<file path="src/rtl/alu_arbiter.sv">
// alu_arbiter: shares one combinational ALU between two requesters.
// Round-robin grant, registered operands and result, valid/ready on every channel.
// A response left uncollected for RSP_TIMEOUT cycles is dropped (0 = wait forever).
module alu_arbiter #(
  parameter int DATA_W      = 32,
  parameter int RSP_TIMEOUT = 16
) (
  input  logic              clk,
  input  logic              reset,
  input  logic              r0_valid,
  output logic              r0_ready,
  input  logic [3:0]        r0_op,
  input  logic [DATA_W-1:0] r0_a,
  input  logic [DATA_W-1:0] r0_b,
  input  logic              r1_valid,
  output logic              r1_ready,
  input  logic [3:0]        r1_op,
  input  logic [DATA_W-1:0] r1_a,
  input  logic [DATA_W-1:0] r1_b,
  output logic              rsp_valid,
  output logic              rsp_id,
  output logic [DATA_W-1:0] rsp_y,
  output logic              rsp_z,
  input  logic              rsp_ready,
  output logic              rsp_drop,
  output logic              busy
);

  // Counter wide enough to hold RSP_TIMEOUT; one extra bit in the compare avoids wrap.
  localparam int CNT_W = (RSP_TIMEOUT > 1) ? $clog2(RSP_TIMEOUT + 1) : 1;
  localparam logic [CNT_W:0] TIMEOUT_VAL = (CNT_W + 1)'(RSP_TIMEOUT);
  localparam logic [CNT_W:0] CNT_ONE     = (CNT_W + 1)'(1);
  localparam bit             TIMEOUT_EN  = (RSP_TIMEOUT != 0);

  typedef enum logic [1:0] {
    IDLE = 2'd0,
    EXEC = 2'd1,
    DONE = 2'd2
  } state_t;

  state_t              state_q, state_d;
  logic                lastGrant_q;
  logic                owner_q;
  logic [3:0]          op_q;
  logic [DATA_W-1:0]   a_q, b_q;
  logic                rspId_q;
  logic [DATA_W-1:0]   rspY_q;
  logic                rspZ_q;
  logic [CNT_W-1:0]    cnt_q;

  logic                grantId;
  logic                accept;
  logic                timeoutHit;
  logic [DATA_W-1:0]   aluY;

  assign timeoutHit = TIMEOUT_EN && (({1'b0, cnt_q} + CNT_ONE) == TIMEOUT_VAL);

  // Shared ALU evaluated on the latched operands only.
  always_comb begin
    aluY = '0;
    case (op_q[3:2])
      2'b00: aluY = op_q[1] ? (a_q - b_q) : (a_q + b_q);
      2'b01: begin
        case (op_q[1:0])
          2'b00:   aluY = a_q & b_q;
          2'b01:   aluY = a_q | b_q;
          2'b10:   aluY = a_q ^ b_q;
          default: aluY = ~(a_q | b_q);
        endcase
      end
      2'b10:   aluY = {{(DATA_W - 1){1'b0}}, ($signed(a_q) < $signed(b_q))};
      default: aluY = '0;
    endcase
  end

  // Arbitration, handshake strobes and next-state selection.
  always_comb begin
    state_d  = state_q;
    grantId  = 1'b0;
    accept   = 1'b0;
    r0_ready = 1'b0;
    r1_ready = 1'b0;
    rsp_drop = 1'b0;
    case (state_q)
      IDLE: begin
        if (!reset) begin
          grantId  = (r0_valid && r1_valid) ? ~lastGrant_q : r1_valid;
          accept   = r0_valid || r1_valid;
          r0_ready = accept && !grantId;
          r1_ready = accept && grantId;
          if (accept) begin
            state_d = EXEC;
          end
        end
      end
      EXEC: state_d = DONE;
      DONE: begin
        if (rsp_ready) begin
          state_d = IDLE;
        end else if (timeoutHit) begin
          rsp_drop = !reset;
          state_d  = IDLE;
        end
      end
      default: state_d = IDLE;
    endcase
  end

  // State, operand latch, result register and response-wait counter.
  always_ff @(posedge clk) begin
    if (reset) begin
      state_q     <= IDLE;
      lastGrant_q <= 1'b1;
      owner_q     <= 1'b0;
      op_q        <= '0;
      a_q         <= '0;
      b_q         <= '0;
      rspId_q     <= 1'b0;
      rspY_q      <= '0;
      rspZ_q      <= 1'b0;
      cnt_q       <= '0;
    end else begin
      state_q <= state_d;
      if (accept) begin
        owner_q     <= grantId;
        lastGrant_q <= grantId;
        op_q        <= grantId ? r1_op : r0_op;
        a_q         <= grantId ? r1_a : r0_a;
        b_q         <= grantId ? r1_b : r0_b;
      end
      if (state_q == EXEC) begin
        rspY_q  <= aluY;
        rspZ_q  <= (aluY == '0);
        rspId_q <= owner_q;
      end
      if (state_q == DONE && !rsp_ready) begin
        cnt_q <= cnt_q + CNT_W'(1);
      end else begin
        cnt_q <= '0;
      end
    end
  end

  assign rsp_valid = (state_q == DONE);
  assign busy      = (state_q != IDLE);
  assign rsp_id    = rspId_q;
  assign rsp_y     = rspY_q;
  assign rsp_z     = rspZ_q;

endmodule

</file>
<file path="config.mk">
export PLATFORM = sky130hd
export DESIGN_NAME = alu_arbiter
export DESIGN_NICKNAME = d
export VERILOG_FILES = /design/src/rtl/alu_arbiter.sv
export SDC_FILE = /design/constraint.sdc
export NUM_CORES = 1
export LEC_CHECK = 0
export ABC_AREA = 1
export CAP_MARGIN = 20
export CELL_PAD_IN_SITES_DETAIL_PLACEMENT = 0
export CELL_PAD_IN_SITES_GLOBAL_PLACEMENT = 2
export CORE_UTILIZATION = 30
export DETAILED_ROUTE_END_ITERATION = 7
export PLACE_DENSITY_LB_ADDON = 0.1
export SLEW_MARGIN = 20
export SYNTH_ARGS = -nofsm -noshare
export SYNTH_HDL_FRONTEND = slang
export SYNTH_SLANG_ARGS = --single-unit
</file>
<file path="constraint.sdc">
create_clock -name clk -period 6.16 [get_ports clk]
set_clock_uncertainty 0.05 [all_clocks]
set_input_delay 1.232 -clock clk [delete_from_list [all_inputs] [get_ports clk]]
set_output_delay 1.232 -clock clk [all_outputs]
set_load 0.02 [all_outputs]
</file>
Word level (Yosys, flattened, before mapping)

Cells that the tools add are included.
W data, S select, Z words.

$add $sub $neg: 4
Reduce and logical (&&, ||, !) cells: 15
Mux-type cells: 22
Bitwise gates (word level): 6
Equality and inequality tests: 9
Magnitude comparators: 1

Operators by type and width:

| operator              | count |
|---|---|
| $pmux W32 S3          | 2 |
| $mux W32              | 3 |
| $add A32 B32 Y32      | 1 |
| $and A32 B32 Y32      | 1 |
| $logic_not A32 Y1     | 1 |
| $lt A32 B32 Y1        | 1 |
| $not A32 Y32          | 1 |
| $or A32 B32 Y32       | 1 |
| $sub A32 B32 Y32      | 1 |
| $xor A32 B32 Y32      | 1 |
| $mux W1               | 12 |
| $add A5 B1 Y6 const B | 1 |
| $eq A2 B1 Y1 const B  | 3 |
| $eq A2 B2 Y1 const B  | 3 |
| $eq A6 B5 Y1 const B  | 1 |
| $logic_not A2 Y1      | 3 |
| $mux W2               | 3 |
| $pmux W2 S3           | 1 |
| $add A5 B1 Y5 const B | 1 |
| $logic_and A1 B1 Y1   | 4 |
| $mux W4               | 1 |
| $logic_not A1 Y1      | 3 |
| $ne A3 B1 Y1 const B  | 1 |
| $ne A2 B2 Y1 const B  | 1 |
| other kinds (5)       | 6 |

Input port bits: 141
Word-level logic and storage cells: 67
Bits in registers: 111
Output and inout port bits: 39

Logic depth before layout (Yosys ltp)

Gate-level depths: netlist of run 1.

Depth in word-level cells: 6
Gate-level depth with buffers: 22
Mapped depth without buffers: 22

Worst setup path before layout of run 1

Ideal clock, no wire load.

Kind: input-to-output
From: in reset
To: out r0_ready
Data arrival time: 2.177 ns
Buffers on the path: 2
Cell stages on the path: 5
Setup slack: 2.701 ns
Path through: buf_2 -> nor2_1 -> o21ai_1 -> clkbuf_1 -> nor2_1

Longest elaborated chain between the ends: 2

Ends and longest elaborated chain:

| element         | line | RTL |
|---|---|---|
| start, declared | 9    | `input logic reset,` |
| $mux W1         | 86   | `if (!reset) begin` |
| $mux W1         | 84   | `case (state_q)` |
| end, declared   | 11   | `output logic r0_ready,` |

No other way between the ends.

Worst setup path in the final report of run 1

From: in reset
To: out r1_ready

Longest elaborated chain between the ends: 2

Ends and longest elaborated chain:

| element       | line | RTL |
|---|---|---|
| $mux W1       | 86   |  |
| $mux W1       | 84   |  |
| end, declared | 16   | `output logic r1_ready,` |

No other way between the ends.

==> metrics.md, run 1 <==
| Metric | Value |
|---|---|
| Status | `completed` |
| Crit-path max FO | `90` |
| PD cells | `approximately 270 nW/um^2` |
| Clock Root Buffer | `clkbuf_16` |
| First-pass GRT wire length | `71600 um` |
| Seq/Total Area, Yosys | `approximately a fifth` |
| Vert. Die Dim | `197 um` |
| DRC Markers | `0` |
| Worst R2R Path Depth | `11` |
| Postcts setup bufs | `0` |
| Post-DP HPWL | `around 38000 um` |
| Vias in the first global route | `around 12000` |
| Clock power frac | `15.6%` |
| Post-CTS sizing | `0` |
| Syn avg cell area | `approximately 5.6 sq um` |
| Initial antenna violation count | `0` |
| Combinational share of power | `60.5%` |
| Worst-Skew Late Latency | `0.39 ns` |
| Unrepaired setup endpoints after global routing | `false` |
| Maximum vdd drop | `around 0.12 mV` |
| Worst reg2reg endpoint | `rsp_z` |
| Net count after synthesis | `about 2300` |
| Effective utilization at floorplan | `about 30%` |
| Pin count of the biggest net entering global routing | `91` |
| NumNets Final | `between 2000 and 2500` |
| Layout cell share with drive strength beyond 1 | `2.92%` |
| Worst R2R Start | `op_q[0]` |
| Final Hold Fails | `0` |
| Most frequent cells in the layout | `nand2_1 (688), inv_1 (344), nand3_1 (190)` |
| Post-synthesis async set-or-reset flop share | `0%` |
| Mapped Area | `roughly 11000 sq um` |
| R2R Setup Slk | `about 2.6 ns` |
| Final Max Tran Viols | `0` |
| Post-synth cell types | `39` |
| Layout fillers | `about 4200` |
| Max-cap violations | `0` |
| WS Path Type | `primary input to output pin` |
| Die width | `197 um` |
| Critical Path Start Type | `primary input` |
| CTS tree | `done` |
| Post-synthesis cell count | `approximately 2000` |
| Fin Setup TNS | `0 ns` |
| Vias | `12600` |
| Maximum clock frequency | `between 200 and 250 MHz` |
| Switch share | `roughly half` |
| RePlAce Congestion | `~0.96` |
| Max Root-Sink Buffers | `2` |
| Least-Margin Pin Slew | `around 1 ns` |
| FF/Latch Area | `2220 sq um` |
| Non-filler cells in the finished layout | `roughly 2700` |
| Final Cycle Share | `approximately 70%` |
| Initial drt markers | `1026` |
| CP arrival | `about 3 ns` |
| Ys flop type | `dfxtp_1` |
| Hold path endpoint | `cnt_q[0]` |
| Worst Hold Class | `flip-flop to flip-flop` |
| Final worst path period need | `between 4 and 5 ns` |
| Clock Sinks | `111` |
| Placeable Area | `roughly 37000 sq um` |
| TritonRoute pass-1 iters | `5` |
| Layout area overhead | `21.1%` |
| Sequential share of power | `between 20% and 30%` |
| Cts hold-fix bufs | `0` |
| Lkg Pwr | `around 7.3 nW` |
| Most common cell after layout, fill and taps aside | `nand2_1` |
| Post-route ant nets | `0` |
| Drt total wl | `approximately 48000 um` |
| Multi-input gate area | `between 7000 and 8000 sq um` |
| Number of buffers inserted by port buffering | `179` |
| Via-to-Cell Ratio | `4.73` |
| WL per Instance | `roughly 18 um` |
| Hold path depth | `1` |
| Number of antenna repair diodes | `0` |
| DIE AREA | `38700 sq um` |
| Hold Startpoint | `cnt_q[0]` |
| CTS buffer count | `9` |
| Sw Pwr | `between 1.5 and 2 mW` |
| H-tree depth | `3` |
| Fin Hold WS | `0.404 ns` |
| Post-Place Cells | `approximately 2700` |
| Number of synthesized register bits | `roughly 110` |
| Clk pin slew, worst setup/hold paths | `roughly 0.06 ns` |
| Worst path required time | `between 4 and 5 ns` |
| Total gr overflow | `0` |
| Setup crit end kind | `output pin` |
| Rows | `slightly above 70` |
| Finish-stage setup viols | `0` |
| Total Routing Usage GR | `24.7%` |
| EDFF count, synth | `0` |
| Slew headroom | `33.0%` |
| I/O Pins | `180` |
| Synth Warn # | `0` |
| Pint | `approximately 1.8 mW` |
-- worst max path at each step --
stage          slack [ns]   from  cells after the start       end
2_1_floorplan        2.70  reset                      5  r0_ready
3_3_place_gp         1.81  reset                      6  r1_ready
3_5_place_dp         1.79  reset                      6  r1_ready
4_1_cts              1.78  reset                      6  r1_ready
5_1_grt              1.69  reset                      6  r1_ready
6_report             1.84  reset                      6  r1_ready
-- cell families (layout without fill, tap and decap cells) --
kind of cell | count (synthesis) | in the layout | share of synthesized area (%)
xor+xnor | 3 | 3 | 0.231
fa+ha+maj | 101 | 101 | 11.2
simple gates | 1095 | 1095 | 39.2
flops | 111 | 111 | 19.5
buf+inv | 443 | 568 | 15.5
compound gates | 279 | 279 | 14.3
-- worst max-delay path, cell delays in order --
cell             delay [ns]
buf_2                  0.09
buf_4                  0.69
nor2_1                 0.26
nand2_2                0.14
inv_2                  0.06
clkdlybuf4s50_1        0.54
-- layout make-up --
type	instances	area share, %
Multi-Input combinational cell	1478	53.8
Sequential cell	111	16.1
Timing Repair Buffer	193	13.7
Inverter	359	9.77
Tap cell	511	4.64
Clock buffer	12	1.71
Clock inverter	4	0.236
-- synth_stat cells (9+ instances only) --
cell	count	area share [%]
dfxtp_1	111	20
nand3_1	190	8.3
buf_4	9	0.59
clkbuf_1	48	1.6
o2111ai_1	9	0.69
o211ai_1	27	1.8
inv_2	13	0.43
nor2_1	170	5.6
nor3_1	13	0.57
nand2_1	689	23
inv_1	344	11
a21oi_1	77	3.4
o221ai_1	19	1.5
o21ai_0	120	5.3
buf_2	15	0.66
ha_1	99	11
-- sequential cells by signal (all words and copies together), names as in the netlist --
| register | cells |
|---|---|
| a_q | 32 |
| b_q | 32 |
| rsp_y | 32 |
| cnt_q | 5 |
| op_q | 4 |
| state_q | 2 |
| lastGrant_q | 1 |
| owner_q | 1 |
| rsp_id | 1 |
| rsp_z | 1 |
-- metal layers --
layer	vias to the layer above	global-route usage, %	wire [um]
met5	-	0	0
met4	0	5.89	701
met3	31	2.81	3050
met2	397	33.9	18300
met1	5615	39.5	25500
li1	6578	-	-
-- stage by stage --
| step | util (%) | setup slack (ns) | power (mW) | instance area (sq um) |
|---|---|---|---|---|
| after floorplan | - | 2.70 | 2.39 | 11400 |
| after global placement | 36.1 | 1.81 | 3.18 | 13500 |
| after detailed placement | 36.1 | 1.79 | 3.18 | 13500 |
| after CTS | 36.8 | 1.78 | 3.79 | 13800 |
| after global routing | 36.8 | 1.69 | 4.09 | 13800 |
| final | 36.8 | 1.84 | 3.78 | 13800 |
-- power groups by stage --
stage	sequential [mW]	clock (mW)	combinational (mW)
3_3_place_gp	0.919	0	2.27
3_5_place_dp	0.920	0	2.26
4_1_cts	0.903	0.609	2.27
2_1_floorplan	0.919	0	1.47
5_1_grt	0.917	0.634	2.54
6_report	0.903	0.590	2.28
No activity file was read; power rests on OpenSTA's default activity.
==> run 2: changes to the inputs <==
--- a/config.mk
+++ b/config.mk
@@ -9,7 +9,7 @@
 export CAP_MARGIN = 20
 export CELL_PAD_IN_SITES_DETAIL_PLACEMENT = 0
 export CELL_PAD_IN_SITES_GLOBAL_PLACEMENT = 2
-export CORE_UTILIZATION = 30
+export CORE_UTILIZATION = 25
 export DETAILED_ROUTE_END_ITERATION = 7
 export PLACE_DENSITY_LB_ADDON = 0.1
 export SLEW_MARGIN = 20
==> constraint.sdc (replaced) <==
create_clock -name clk -period 3.9 [get_ports clk]
set_clock_uncertainty 0.05 [all_clocks]
set_input_delay 0.78 -clock clk [delete_from_list [all_inputs] [get_ports clk]]
set_output_delay 0.78 -clock clk [all_outputs]
set_load 0.02 [all_outputs]
==> metrics.md, run 2 (synthesis results as in run 1) <==
| Metric | Value |
|---|---|
| Status | `completed` |
| Most frequent cells in the layout | `nand2_1 (688), inv_1 (344), nand3_1 (190)` |
| Most common cell on crit path | `clkdlybuf4s50_1` |
| Layout cell share with drive strength beyond 1 | `under 10%` |
| Drt total wl | `around 52000 um` |
| NumNets Final | `around 2400` |
| Max Root-Sink Buffers | `2` |
| Initial drt markers | `1054` |
| Number of antenna repair diodes | `0` |
| WS Path Type | `primary input to output pin` |
| Top Layer Used | `met4` |
| Layout fillers | `between 5000 and 6000` |
| Met1 wire length | `27600 um` |
| Maximum clock frequency | `a little over 300 MHz` |
| Max-cap violations | `0` |
| Finish-stage setup viols | `0` |
| H-tree depth | `3` |
| Post-DP HPWL | `between 40000 and 50000 um` |
| Worst path required time | `between 3 and 4 ns` |
| Placeable Area | `between 40000 and 50000 sq um` |
| Post-CTS sizing | `0` |
| Initial antenna violation count | `2` |
| Fin Setup TNS | `0 ns` |
| Slew headroom | `a little over half` |
| Via-to-Cell Ratio | `between 4 and 5` |
| Setup crit end kind | `output pin` |
| Cell area after layout | `around 14000 sq um` |
| Met3 Wirelength | `3400 um` |
| Post-DP Area | `about 14000 sq um` |
| Total gr overflow | `0` |
| Maximum vdd drop | `0.226 mV` |
| DIE AREA | `between 40000 and 50000 sq um` |
| CP peak stage delay | `0.59 ns` |
| CTS buffer count | `9` |
| I/O Pins | `between 150 and 200` |
| Postcts setup bufs | `0` |
| Cts hold-fix bufs | `0` |
| Lkg Pwr | `between 7 and 8 nW` |
| Pin count of the biggest net entering global routing | `72` |
| DRC Markers | `0` |
| Vias | `12900` |
| Clk pin slew, worst setup/hold paths | `approximately 0.090 ns` |
| Least-Margin Pin Slew | `approximately 0.7 ns` |
| PD cells | `about 440 nW/um^2` |
| WL per Instance | `18.6 um` |
| Clock Root Buffer | `clkbuf_16` |
| CTS tree | `done` |
| Final Max Tran Viols | `0` |
| TritonRoute pass-1 iters | `6` |
| Met2 wire length | `between 15000 and 20000 um` |
| Clock Sinks | `111` |
| RePlAce Congestion | `about 0.97` |
| Worst Hold Class | `flip-flop to flip-flop` |
| Number of buffers inserted by port buffering | `about 180` |
| R2R Setup Slk | `~0.76 ns` |
| Worst-Skew Late Latency | `approximately 0.4 ns` |
| CP max stage cell | `clkdlybuf4s50_1` |
| Most common cell after layout, fill and taps aside | `nand2_1` |
| CP arrival | `roughly 2.4 ns` |
| Effective utilization at floorplan | `about a quarter` |
| Final Hold Fails | `0` |
| Unrepaired setup endpoints after global routing | `false` |
| Final worst path period need | `~3.2 ns` |
| Vert. Die Dim | `215 um` |
| Rows | `77` |
| Post-route ant nets | `0` |
| Total Routing Usage GR | `22.5%` |
| First-pass GRT wire length | `about 78000 um` |
| Layout area overhead | `24.1%` |
| Crit-path max FO | `2` |
| Cells along the critical path | `clkdlybuf4s50_1, a21boi_0, nand2_2, inv_2, clkdlybuf4s50_1` |
| Vias in the first global route | `around 12000` |
| Die width | `between 200 and 250 um` |
| Final Cycle Share | `between 80 and 90%` |
| Critical Path Start Type | `primary input` |
==> run 2: cell types whose count changed in the layout (fill, tap and decap cells not counted), sizes merged <==
cell      change
buf          +26
clkbuf        -2
clkinv        +2
clkinvlp      -2
inv           +2
==> run 2: worst max-delay path: cells and delay by family <==
kind	cells	cell delay (ns)
AOI/OAI and AO/OA	1	0.29
buffers and inverters	3	1.19
and+or+nand+nor	1	0.13
==> run 2: area by class of cell <==
class | count | area [sq um] | share of cell area [%]
Tap cell | 592 | 741 | 5.24
Inverter | 359 | 1350 | 9.54
Clock inverter | 6 | 65.1 | 0.460
Timing Repair Buffer | 219 | 2100 | 14.9
Multi-Input combinational cell | 1478 | 7420 | 52.5
Clock buffer | 10 | 239 | 1.69
Sequential cell | 111 | 2220 | 15.7
==> run 2: worst paths after layout <==
kind	from	endpoint	cells past startpoint
min	cnt_q[0]	cnt_q[0]	1
min reg2reg	cnt_q[0]	cnt_q[0]	1
max	r1_valid	r1_ready	5
max reg2reg	a_q[17]	rsp_z	17
==> run 2: layer usage <==
metal,vias to the layer above,GRT usage [%]
li1,6619,-
met1,5843,35.2
met2,406,30.5
met3,38,4.13
met4,0,5.96
met5,-,0
==> run 2: report_power, final <==
| part | total [mW] | internal, mW | switching, mW | leakage [nW] |
|---|---|---|---|---|
| clock network | 1.01 | 0.470 | 0.537 | 0.149 |
| logic | 3.81 | 1.22 | 2.58 | 6.35 |
| registers | 1.41 | 1.29 | 0.114 | 0.923 |
| total | 6.22 | 2.99 | 3.23 | 7.42 |
==> run 2: per-stage QoR <==
step	total power [mW]	instances	hold WS, ns	utilization (%)	worst slack (ns)
after CTS	6.26	2775	0.409	31.7	0.639
after floorplan	3.77	2032	0.368	-	1.34
after detailed placement	5.21	2759	0.388	31.0	0.645
after global routing	6.77	2775	0.442	31.7	0.451
final	6.22	2775	0.401	31.7	0.672
after global placement	5.23	2759	0.380	31.0	0.656
